<file path="src/rtl/scmp_useq_stack.sv">
// Microcode sequencer: prioritized next-PC selection, call/return stack with
// sticky overflow/underflow flags, and combinational condition/load-enable logic.
module scmp_useq_stack #(
    parameter int unsigned PC_W    = 8,
    parameter int unsigned COND_W  = 10,
    parameter int unsigned STACK_D = 4,
    parameter int unsigned NEXT_W  = 4
) (
    input  logic                         clk,
    input  logic                         rst_n,
    input  logic                         stall,
    input  logic [PC_W-1:0]              op_pc,
    input  logic [COND_W-1:0]            cond_in,
    input  logic [COND_W-1:0]            cond_mask,
    input  logic [COND_W-1:0]            cond_xor,
    input  logic [NEXT_W-1:0]            nextpc,
    input  logic                         ctl_decode,
    input  logic                         ctl_ret,
    input  logic                         ctl_call,
    input  logic                         ctl_cjmp,
    input  logic                         ctl_cld,
    input  logic                         clr_err,
    output logic [PC_W-1:0]              mc_pc,
    output logic                         cond,
    output logic                         ld_en,
    output logic [$clog2(STACK_D):0]     depth,
    output logic                         ovf,
    output logic                         unf
);

    localparam int unsigned SP_W    = $clog2(STACK_D);
    localparam int unsigned DEPTH_W = SP_W + 1;

    logic [PC_W-1:0]    stack_q [STACK_D];
    logic [PC_W-1:0]    pc_inc;
    logic [PC_W-1:0]    top;
    logic [SP_W-1:0]    top_idx;
    logic               empty;
    logic               full;

    logic [PC_W-1:0]    pc_nxt;
    logic [DEPTH_W-1:0] depth_nxt;
    logic               wr_en;
    logic [SP_W-1:0]    wr_idx;
    logic               ovf_set;
    logic               unf_set;

    assign cond  = |((cond_in ^ cond_xor) & cond_mask);
    assign ld_en = cond | ~ctl_cld;

    assign pc_inc  = mc_pc + PC_W'(1);
    assign top_idx = SP_W'(depth - DEPTH_W'(1));
    assign top     = stack_q[top_idx];
    assign empty   = (depth == '0);
    assign full    = (depth == DEPTH_W'(STACK_D));

    // Next-PC priority mux and stack-operation decode
    always_comb begin
        pc_nxt    = mc_pc + PC_W'(nextpc);
        depth_nxt = depth;
        wr_en     = 1'b0;
        wr_idx    = SP_W'(depth);
        ovf_set   = 1'b0;
        unf_set   = 1'b0;

        if (ctl_decode) begin
            pc_nxt = op_pc;
        end else if (ctl_ret) begin
            pc_nxt = empty ? '0 : top;
        end else if (ctl_cjmp && cond) begin
            pc_nxt = pc_inc;
        end else if (nextpc == '0) begin
            pc_nxt = '0;
        end

        // Call+ret rewrites the top in place; an empty-stack ret only flags
        if (ctl_ret) begin
            if (empty) begin
                unf_set = 1'b1;
            end else if (ctl_call) begin
                wr_en  = 1'b1;
                wr_idx = top_idx;
            end else begin
                depth_nxt = depth - DEPTH_W'(1);
            end
        end else if (ctl_call) begin
            if (full) begin
                ovf_set = 1'b1;
            end else begin
                wr_en     = 1'b1;
                depth_nxt = depth + DEPTH_W'(1);
            end
        end
    end

    always_ff @(posedge clk or negedge rst_n) begin
        if (!rst_n) begin
            mc_pc <= '0;
            depth <= '0;
            ovf   <= 1'b0;
            unf   <= 1'b0;
        end else if (!stall) begin
            mc_pc <= pc_nxt;
            depth <= depth_nxt;
            ovf   <= ovf_set | (ovf & ~clr_err);
            unf   <= unf_set | (unf & ~clr_err);
        end
    end

    // Stack storage is not reset; entries above depth are never read
    always_ff @(posedge clk) begin
        if (rst_n && !stall && wr_en) begin
            stack_q[wr_idx] <= pc_inc;
        end
    end

endmodule
</file>
<file path="config.mk">
export PLATFORM = sky130hd
export DESIGN_NAME = scmp_useq_stack
export DESIGN_NICKNAME = d
export VERILOG_FILES = /design/src/rtl/scmp_useq_stack.sv
export SDC_FILE = /design/constraint.sdc
export NUM_CORES = 1
export LEC_CHECK = 0
export CORE_MARGIN = 2
export CORE_UTILIZATION = 45
export DETAILED_ROUTE_END_ITERATION = 8
export PLACE_DENSITY = 0.79
export SYNTH_ARGS = -nofsm -noshare
export SYNTH_HDL_FRONTEND = slang
export SYNTH_SLANG_ARGS = --single-unit
</file>
<file path="constraint.sdc">
create_clock -name clk -period 7.3 [get_ports clk]
set_input_delay 1.825 -clock clk [delete_from_list [all_inputs] [get_ports clk]]
set_output_delay 1.825 -clock clk [all_outputs]
set_load 0.02 [all_outputs]
</file>
==> results of run 1 <==
==> how the worst max path moves through the flow <==
stage,cells after the start,to,from
finish,7,cond,cond_xor[5]
global placement,7,cond,cond_xor[5]
CTS,7,cond,cond_xor[5]
detailed placement,7,cond,cond_xor[5]
global route,7,cond,cond_xor[5]
floorplan,5,ld_en,cond_xor[9]
==> layout make-up <==
class,count,area share
Clock inverter,2,0.0114
Multi-Input combinational cell,164,0.362
Clock buffer,6,0.0214
Tap cell,72,0.0265
Sequential cell,45,0.378
Timing Repair Buffer,65,0.191
Inverter,8,0.00884
==> kinds of logic (layout without fill, tap and decap cells) <==
logic type	after synthesis	count (layout)	share of synthesized area
and+or+nand+nor	76	76	0.142
buffers and inverters	17	81	0.0341
AOI/OAI and AO/OA	44	44	0.118
muxes	10	10	0.0817
DFF	45	45	0.494
xor gates and xnor gates	25	25	0.0841
adders and majority gates	9	9	0.0461
==> through the flow <==
| step | hold slack, ps | power, mW |
|---|---|---|
| 3_5_place_dp | 471 | 0.800 |
| 6_report | 488 | 0.983 |
| 3_3_place_gp | 458 | 0.790 |
| 2_1_floorplan | 570 | 0.658 |
| 4_1_cts | 491 | 0.989 |
| 5_1_grt | 525 | 1.04 |
==> where the power goes <==
part / internal, mW / switching (mW) / total [mW]
clock network: 0.103 / 0.0841 / 0.187
registers: 0.329 / 0.0529 / 0.382
logic: 0.202 / 0.212 / 0.414
==> cell usage in the layout, fill, tap and decap left out, drive strengths merged, types with 2 or more instances in the layout <==
cell / count
a211oi: 4
a21oi: 6
a221o: 5
a22oi: 6
a31oi: 3
and2: 2
clkbuf: 6
clkdlybuf4s50: 65
dfrtp: 13
edfxtp: 32
ha: 8
inv: 8
mux4: 8
nand2: 16
nand2b: 5
nand3: 11
nand4: 9
nor2: 22
nor2b: 2
nor3: 4
o211ai: 4
o21ai: 9
o221ai: 2
xnor2: 8
xor2: 17
==> metal layers <==
| layer | up-vias | GRT usage | wire length, um |
|---|---|---|---|
| met3 | 8 | 0.0618 | 434 |
| met4 | 0 | 0.0627 | 57 |
| met5 | - | 0 | 0 |
| li1 | 977 | - | - |
| met2 | 69 | 0.354 | 3210 |
| met1 | 942 | 0.248 | 2500 |
==> worst max-delay path, stage by stage <==
cell,delay [ps]
clkdlybuf4s50_1,440
xor2_1,170
a22oi_1,170
nand3_1,130
nor2_1,200
inv_1,110
clkdlybuf4s50_1,550
==> sequential cells by signal (all words and copies together) (netlist names) <==
signal   cells
ovf          1
stack_q     32
unf          1
mc_pc        8
depth        3
==> impl_results.rst, run 1 <==
.. list-table::
   :header-rows: 1

   * - Metric
     - Value
   * - Sequential cell area fraction in the yosys report
     - 0.494
   * - Reg-to-reg endpoint
     - stack_q[0][0]$_DFFE_PP_
   * - Number of max-slew violations in the final report
     - 0
   * - Kind of start point of the critical path
     - input port
   * - Final standard cell utilization of the core
     - 0.613
   * - Setup repair after global routing missed its margin
     - false
   * - Flops & latches, synth
     - 45
   * - Most common cell in the netlist
     - edfxtp_1
   * - Number of failing hold endpoints at the final stage
     - 0
   * - Die X-Extent
     - 80.1 um
   * - Run status
     - finished, final reports clean
   * - Number of fillers in the final layout
     - 449
   * - Placed wire-length estimate
     - 4.80 mm
   * - Origin of the worst min-delay path
     - ovf$_DFFE_PN0N_
   * - Post-synth ARST share
     - 0.289
   * - Critical path class
     - in2out
   * - Iteration count of the initial detailed-routing pass
     - 4
   * - Die area
     - 6410 um^2
   * - Number of nets with antenna violations after routing
     - 0
   * - GR Util All Layers
     - 0.206
   * - Number of vias in the routed layout
     - 1,996
   * - Cell type with the largest total area after synthesis
     - edfxtp_1
   * - FP Rows
     - 27
   * - Flip-flop cell with the highest count after synthesis
     - edfxtp_1
   * - Category of the worst setup path capture point
     - output pin
   * - Post-route design area
     - 3400 um^2
   * - R2R depth
     - 8
   * - Power density relative to cell area
     - 289 nW/um^2
   * - Number of antenna repair diodes
     - 0
   * - Post-synthesis cell type count
     - 43
   * - Leak pwr
     - 1.24 nW
   * - DRC viols
     - 0
   * - Syn avg cell area
     - 11.5 um^2
   * - Area fraction of the dominant cell type after synthesis
     - 0.369
   * - Worst Path Max Fanout
     - 3
   * - Worst Hold End
     - ovf$_DFFE_PN0N_
   * - Worst min path class
     - reg2reg
   * - Die Ht
     - 80.1 um
   * - Total core area
     - 5540 um^2
   * - Maximum vdd ir drop
     - 150 uV
   * - Period utilization
     - 0.743
   * - Max H-tree Level
     - 2
   * - First-pass GRT wire length
     - 9.83 mm
   * - Synthesis warning total
     - 0
   * - Wirelength, routed
     - 6.20 mm
   * - Initial standard-cell utilization of the core
     - 0.470
   * - Required time of the critical path
     - 5480 ps
   * - Clock-pin slew on the worst setup and hold paths
     - 80 ps
   * - Pin slew with the least headroom to its limit
     - 834 ps
   * - Share of final-layout standard cells stronger than drive strength 1
     - 0.0517
   * - Number of failing setup endpoints in the final timing report
     - 0
   * - Top cells by count, synth
     - edfxtp_1 (32), nor2_1 (22), xor2_1 (17)
   * - Post-CTS Hold Buffers
     - 0
   * - # port buffers
     - 65
   * - CTS max path bufs
     - 2
   * - Setup TNS
     - 0 ps
   * - Worst relative slew slack
     - 0.440
   * - Max Fclk
     - 0.184 GHz
   * - Synthesized Nets
     - 286
   * - CTS tree
     - done
   * - Clock buffers created by TritonCTS
     - 5
   * - Sequential cell area in the final layout
     - 1290 um^2
   * - Data arrival time of the worst path
     - 3600 ps
   * - Setup slack after layout
     - 1880 ps
   * - Fin Clk Skew
     - 7.81 ps
   * - Root Driver
     - clkbuf_8
   * - Initial antenna violation count
     - 0
   * - Per-cell via count in the routed design
     - 5.51
   * - Area delta synth->final
     - 30.5%
   * - Post-synth design cell area
     - 2600 um^2
   * - Number of stages on the worst hold path
     - 2
   * - Routability congestion estimate from global placement
     - 0.930
   * - Overflow after GRT
     - 0
   * - Total instance count after detailed placement
     - 354
   * - Number of nets in the layout
     - 349
   * - Register-to-register setup slack
     - 4040 ps
   * - Wirelength per Cell
     - 17.1 um
   * - Number of standard cells in the final layout excluding fillers
     - 362
   * - Post-Place Worst Slack
     - 1870 ps
   * - Largest cells by area after synthesis
     - edfxtp_1 (37%), dfrtp_1 (12%), xor2_1 (5.7%), mux4_2 (4.3%), ha_1 (3.8%)
   * - Total area of multi-input combinational cells
     - 1230 um^2
   * - EDFF count, synth
     - 32
   * - Post-cts resize count
     - 0
   * - Clock period minus worst slack
     - 5420 ps
   * - Violation count after the first detailed-routing iteration
     - 171
   * - Clock latency at the later pin of the worst-skew pair
     - 300 ps
   * - Reg2Reg Launch Point
     - depth[0]$_DFFE_PN0P_
   * - Area after DPL
     - 3290 um^2
   * - Buffer count from post-CTS setup fixing
     - 0
   * - Via count of the first global-routing pass
     - 2,005
   * - # IOs
     - 66
   * - Max_cap viols
     - 0
   * - Clock sink total
     - 45
   * - Largest net degree at the start of global routing
     - 16
   * - Count of mapped cells out of synthesis
     - 226
Note: power is estimated with default switching activity, not from simulation.
==> inputs of run 2 (changes only) <==
Settings changed: CORE_UTILIZATION 45 to 44, PLACE_DENSITY 0.79 to 0.81.
Clock period 7.3 ns to 4.6 ns, I/O delays scaled along.
==> impl_results.rst, run 2 (synthesized netlist as in run 1, its figures left out) <==
.. list-table::
   :header-rows: 1

   * - Metric
     - Value
   * - Run status
     - finished, final reports clean
   * - Number of nets in the layout
     - 352
   * - Area delta synth->final
     - 31.7%
   * - # IOs
     - 66
   * - Max H-tree Level
     - 2
   * - Initial antenna violation count
     - 0
   * - GR Util All Layers
     - 0.212
   * - Number of vias in the routed layout
     - 2,076
   * - Max Fclk
     - 0.244 GHz
   * - Power density relative to cell area
     - 460 nW/um^2
   * - Number of failing setup endpoints in the final timing report
     - 0
   * - Crit path launch
     - cond_xor[6]
   * - Clock buffers created by TritonCTS
     - 5
   * - Largest net degree at the start of global routing
     - 17
   * - Number of nets with antenna violations after routing
     - 0
   * - Buffer count from post-CTS setup fixing
     - 0
   * - Setup TNS
     - 0 ps
   * - Total instance count after detailed placement
     - 360
   * - Total core area
     - 5820 um^2
   * - Number of antenna repair diodes
     - 0
   * - Most common cell after layout, fill and taps aside
     - clkdlybuf4s50_1
   * - Switch share
     - 0.360
   * - Maximum vdd ir drop
     - 249 uV
   * - Setup repair after global routing missed its margin
     - false
   * - Clock sink total
     - 45
   * - Area after DPL
     - 3310 um^2
   * - DRC viols
     - 0
   * - Overflow after GRT
     - 0
   * - Share of final-layout standard cells stronger than drive strength 1
     - 0.0648
   * - CTS tree
     - done
   * - CP Cell Sequence
     - clkdlybuf4s50_1 > xor2_1 > a22oi_1 > nand3_1 > nor2_1 > inv_1 > clkdlybuf4s50_1
   * - Leak pwr
     - 1.25 nW
   * - Via count of the first global-routing pass
     - 2,099
   * - Clock period minus worst slack
     - 4110 ps
   * - Data arrival time of the worst path
     - 2960 ps
   * - Net switching power figure
     - 0.567 mW
   * - Flip-flop count of the largest register, all copies and words added
     - 32
   * - Critical Path Most Common Cell
     - clkdlybuf4s50_1
   * - Violation count after the first detailed-routing iteration
     - 150
   * - Clock latency at the later pin of the worst-skew pair
     - 310 ps
   * - Wirelength per Cell
     - 17.5 um
   * - Per-cell via count in the routed design
     - 5.64
   * - Placed wire-length estimate
     - 4.90 mm
   * - CTS max path bufs
     - 2
   * - Number of max-slew violations in the final report
     - 0
   * - Die X-Extent
     - 80.9 um
   * - Portion of total power attributed to the clock network
     - 0.198
   * - Pin slew with the least headroom to its limit
     - 872 ps
   * - Post-Place Worst Slack
     - 484 ps
   * - Leading registers by flop count
     - stack_q (32), mc_pc (8), depth (3)
   * - Worst min path class
     - reg2reg
   * - Number of fillers in the final layout
     - 480
   * - Initial standard-cell utilization of the core
     - 0.448
   * - Die area
     - 6550 um^2
   * - Clock-pin slew on the worst setup and hold paths
     - 90 ps
   * - Internal power
     - 1.01 mW
   * - FP Rows
     - 28
   * - Slowest-stage cell, CP
     - clkdlybuf4s50_1
   * - Stage delay of the slowest cell on the critical path
     - 550 ps
   * - Overall power after layout
     - 1.58 mW
   * - Sequential share of power
     - 0.384
   * - Wirelength, routed
     - 6.45 mm
   * - Origin of the worst min-delay path
     - ovf$_DFFE_PN0N_
   * - Highest-count cells in the layout ignoring fill and taps
     - clkdlybuf4s50_1 (65), edfxtp_1 (32), nor2_1 (22)
   * - Number of standard cells in the final layout excluding fillers
     - 368
   * - Category of the worst setup path capture point
     - output pin
   * - Die Ht
     - 80.9 um
   * - Number of failing hold endpoints at the final stage
     - 0
   * - Fin Clk Skew
     - 8.02 ps
   * - Iteration count of the initial detailed-routing pass
     - 4
   * - Routability congestion estimate from global placement
     - 0.896
   * - Critical path class
     - in2out
   * - Most flop-heavy register
     - stack_q
   * - Post-cts resize count
     - 0
   * - Setup slack after layout
     - 494 ps
   * - Reg2Reg Launch Point
     - depth[0]$_DFFE_PN0P_
   * - Part of the power in combinational logic
     - 0.418
   * - Worst relative slew slack
     - 0.415
   * - Post-route design area
     - 3430 um^2
   * - Period utilization
     - 0.893
   * - Max_cap viols
     - 0
   * - Required time of the critical path
     - 3450 ps
   * - Worst Path Max Fanout
     - 3
   * - Root Driver
     - clkbuf_8
   * - Kind of start point of the critical path
     - input port
   * - First-pass GRT wire length
     - 10.4 mm
   * - # port buffers
     - 65
   * - Post-CTS Hold Buffers
     - 0
[run 2: changes by cell type in the layout (fill, tap and decap cells not counted)]
cell / change
buf_4: +3
inv_6: +2
clkbuf_1: -1
clkinv_4: -1
[run 2: power by group through the flow]
stage	registers [mW]	clock network (mW)	logic, mW
CTS	0.606	0.314	0.656
global placement	0.612	0	0.634
finish	0.606	0.312	0.659
global route	0.617	0.330	0.719
floorplan	0.623	0	0.420
detailed placement	0.615	0	0.652
[run 2: area by class of cell]
class / count / area [um^2] / share of cell area
Clock inverter: 3 / 47.5 / 0.0139
Inverter: 8 / 30.0 / 0.00876
Sequential cell: 45 / 1290 / 0.375
Timing Repair Buffer: 68 / 673 / 0.196
Clock buffer: 5 / 68.8 / 0.0201
Tap cell: 75 / 93.8 / 0.0274
Multi-Input combinational cell: 164 / 1230 / 0.359
[run 2: path summary, 6_finish.rpt]
kind                                            to  slack, ps  depth (start not counted)
max                                           cond        490                          7
min                                ovf$_DFFE_PN0N_        480                          2
max reg2reg                stack_q[0][4]$_DFFE_PP_       1270                          8
min reg2reg                        ovf$_DFFE_PN0N_        480                          2
max in group asynchronous     depth[1]$_DFFE_PN0P_       3250                          2
min in group asynchronous     mc_pc[6]$_DFFE_PN0N_       1150                          2
[run 2: per-layer routing]
layer,GRT usage,up-vias,part of all wire
met3,0.0411,15,0.059
met2,0.352,78,0.50
met1,0.274,996,0.42
met5,0,-,0
li1,-,987,-
met4,0.0814,0,0.020
[run 2: critical path, delay by kind of cell]
family          cells  cell delay (ps)
buf+inv             3             1080
compound gates      1              210
simple gates        2              340
xor+xnor            1              170
[run 2: per-stage QoR]
stage               hold WS [ps]  utilization
finish                       479        0.590
global route                 513        0.590
CTS                          483        0.590
detailed placement           462        0.570
global placement             456        0.570
floorplan                    570            -
==> inputs of run 3 (changes only) <==
Settings changed: PLACE_DENSITY 0.81 to 0.85.
==> impl_results.rst, run 3 (synthesized netlist as in run 1, its figures left out) <==
.. list-table::
   :header-rows: 1

   * - Metric
     - Value
   * - Wirelength, routed
     - 6.37 mm
   * - Maximum vdd ir drop
     - 208 uV
   * - Root Driver
     - clkbuf_8
   * - Number of vias in the routed layout
     - 2,072
   * - Origin of the worst min-delay path
     - ovf$_DFFE_PN0N_
   * - Overall power after layout
     - 1.56 mW
   * - Pin slew with the least headroom to its limit
     - 890 ps
   * - Iteration count of the initial detailed-routing pass
     - 4
   * - Post-cts resize count
     - 0
   * - Violation count after the first detailed-routing iteration
     - 160
   * - Worst Hold End
     - ovf$_DFFE_PN0N_
   * - Worst Path Max Fanout
     - 3
   * - Per-cell via count in the routed design
     - 5.66
   * - Initial standard-cell utilization of the core
     - 0.448
   * - Kind of start point of the critical path
     - input port
   * - Placed wire-length estimate
     - 4.85 mm
   * - Final standard cell utilization of the core
     - 0.586
   * - CTS tree
     - done
   * - Max_cap viols
     - 0
   * - Leading registers by flop count
     - stack_q (32), mc_pc (8), depth (3)
   * - Fin Clk Skew
     - 10.5 ps
   * - Initial antenna violation count
     - 0
   * - Die Ht
     - 80.9 um
   * - Setup repair after global routing missed its margin
     - false
   * - Routability congestion estimate from global placement
     - 0.888
   * - Worst relative slew slack
     - 0.403
   * - Post-CTS Hold Buffers
     - 0
   * - Area delta synth->final
     - 30.8%
   * - Number of nets in the layout
     - 350
   * - Critical path class
     - in2out
   * - Buffer count from post-CTS setup fixing
     - 0
   * - Worst min path class
     - reg2reg
   * - # IOs
     - 66
   * - Most common cell after layout, fill and taps aside
     - clkdlybuf4s50_1
   * - # port buffers
     - 65
   * - R2R depth
     - 8
   * - Die X-Extent
     - 80.9 um
   * - Power density relative to cell area
     - 459 nW/um^2
   * - Number of antenna repair diodes
     - 0
   * - Most flop-heavy register
     - stack_q
   * - Period utilization
     - 0.895
   * - Setup slack after layout
     - 481 ps
   * - Clock period minus worst slack
     - 4120 ps
   * - Number of nets with antenna violations after routing
     - 0
   * - Leak pwr
     - 1.24 nW
   * - Number of max-slew violations in the final report
     - 0
   * - Largest net degree at the start of global routing
     - 16
   * - Highest-count cells in the layout ignoring fill and taps
     - clkdlybuf4s50_1 (65), edfxtp_1 (32), nor2_1 (22)
   * - Wirelength per Cell
     - 17.4 um
   * - Clock latency at the later pin of the worst-skew pair
     - 290 ps
   * - Crit path launch
     - cond_xor[5]
   * - CTS max path bufs
     - 2
   * - Clock-pin slew on the worst setup and hold paths
     - 90 ps
   * - Overflow after GRT
     - 0
   * - Die area
     - 6550 um^2
   * - DRC viols
     - 0
   * - Number of failing hold endpoints at the final stage
     - 0
   * - Reg-to-reg endpoint
     - stack_q[0][3]$_DFFE_PP_
   * - Data arrival time of the worst path
     - 2970 ps
   * - GR Util All Layers
     - 0.202
   * - Max Fclk
     - 0.243 GHz
   * - Category of the worst setup path capture point
     - output pin
   * - Required time of the critical path
     - 3450 ps
   * - FP Rows
     - 28
   * - Post-Place Worst Slack
     - 493 ps
   * - Total core area
     - 5820 um^2
   * - Clock sink total
     - 45
   * - Run status
     - finished, final reports clean
   * - Register-to-register setup slack
     - 1230 ps
   * - Reg2Reg Launch Point
     - depth[0]$_DFFE_PN0P_
   * - Clock buffers created by TritonCTS
     - 5
   * - Share of final-layout standard cells stronger than drive strength 1
     - 0.0550
   * - Max H-tree Level
     - 2
   * - Via count of the first global-routing pass
     - 2,103
   * - Number of failing setup endpoints in the final timing report
     - 0
   * - Hold slack final
     - 477 ps
   * - Number of stages on the worst hold path
     - 2
   * - Flip-flop count of the largest register, all copies and words added
     - 32
   * - First-pass GRT wire length
     - 10.0 mm
   * - Setup TNS
     - 0 ps
run 3: changes by cell type in the layout (fill, tap and decap cells not counted), sizes merged:
| cell | delta |
|---|---|
| buf | -2 |
| inv | -2 |
| clkinv | +1 |
| clkinvlp | +1 |
run 3: metal layers:
metal | global-route usage | vias to the layer above | share of wire
li1 | - | 980 | -
met4 | 0.0576 | 0 | 0.012
met1 | 0.237 | 988 | 0.39
met5 | 0 | - | 0
met3 | 0.0333 | 10 | 0.064
met2 | 0.379 | 94 | 0.53
run 3: layout make-up:
cell class / count / area [um^2]
fillers: 468 / 2410
flip-flops and latches: 45 / 1290
multi-input cells: 164 / 1230
repair buffers: 66 / 658
well taps: 75 / 93.8
clock buffers: 5 / 68.8
clock inverters: 3 / 41.3
inverters: 8 / 30.0
run 3: worst max path at each step:
stage	cells after the start	end	slack, ps
2_1_floorplan	5	ld_en	1580
3_3_place_gp	7	cond	560
3_5_place_dp	7	cond	490
4_1_cts	7	cond	490
5_1_grt	7	cond	350
6_report	7	cond	480
run 3: report_power, final:
group / switching, mW / internal (mW)
Sequential: 0.0871 / 0.522
Combinational: 0.346 / 0.322
Clock: 0.127 / 0.160
run 3: critical path, cell delays in order:
cell             delay, ps
clkdlybuf4s50_1        430
xor2_1                 170
a22oi_1                180
nand3_1                130
nor2_1                 220
inv_1                  130
clkdlybuf4s50_1        550
run 3: through the flow:
stage          cell area (um^2)  std cells
3_5_place_dp               3300        358
6_report                   3410        366
3_3_place_gp               3300        358
5_1_grt                    3410        366
2_1_floorplan              2610        226
4_1_cts                    3410        366
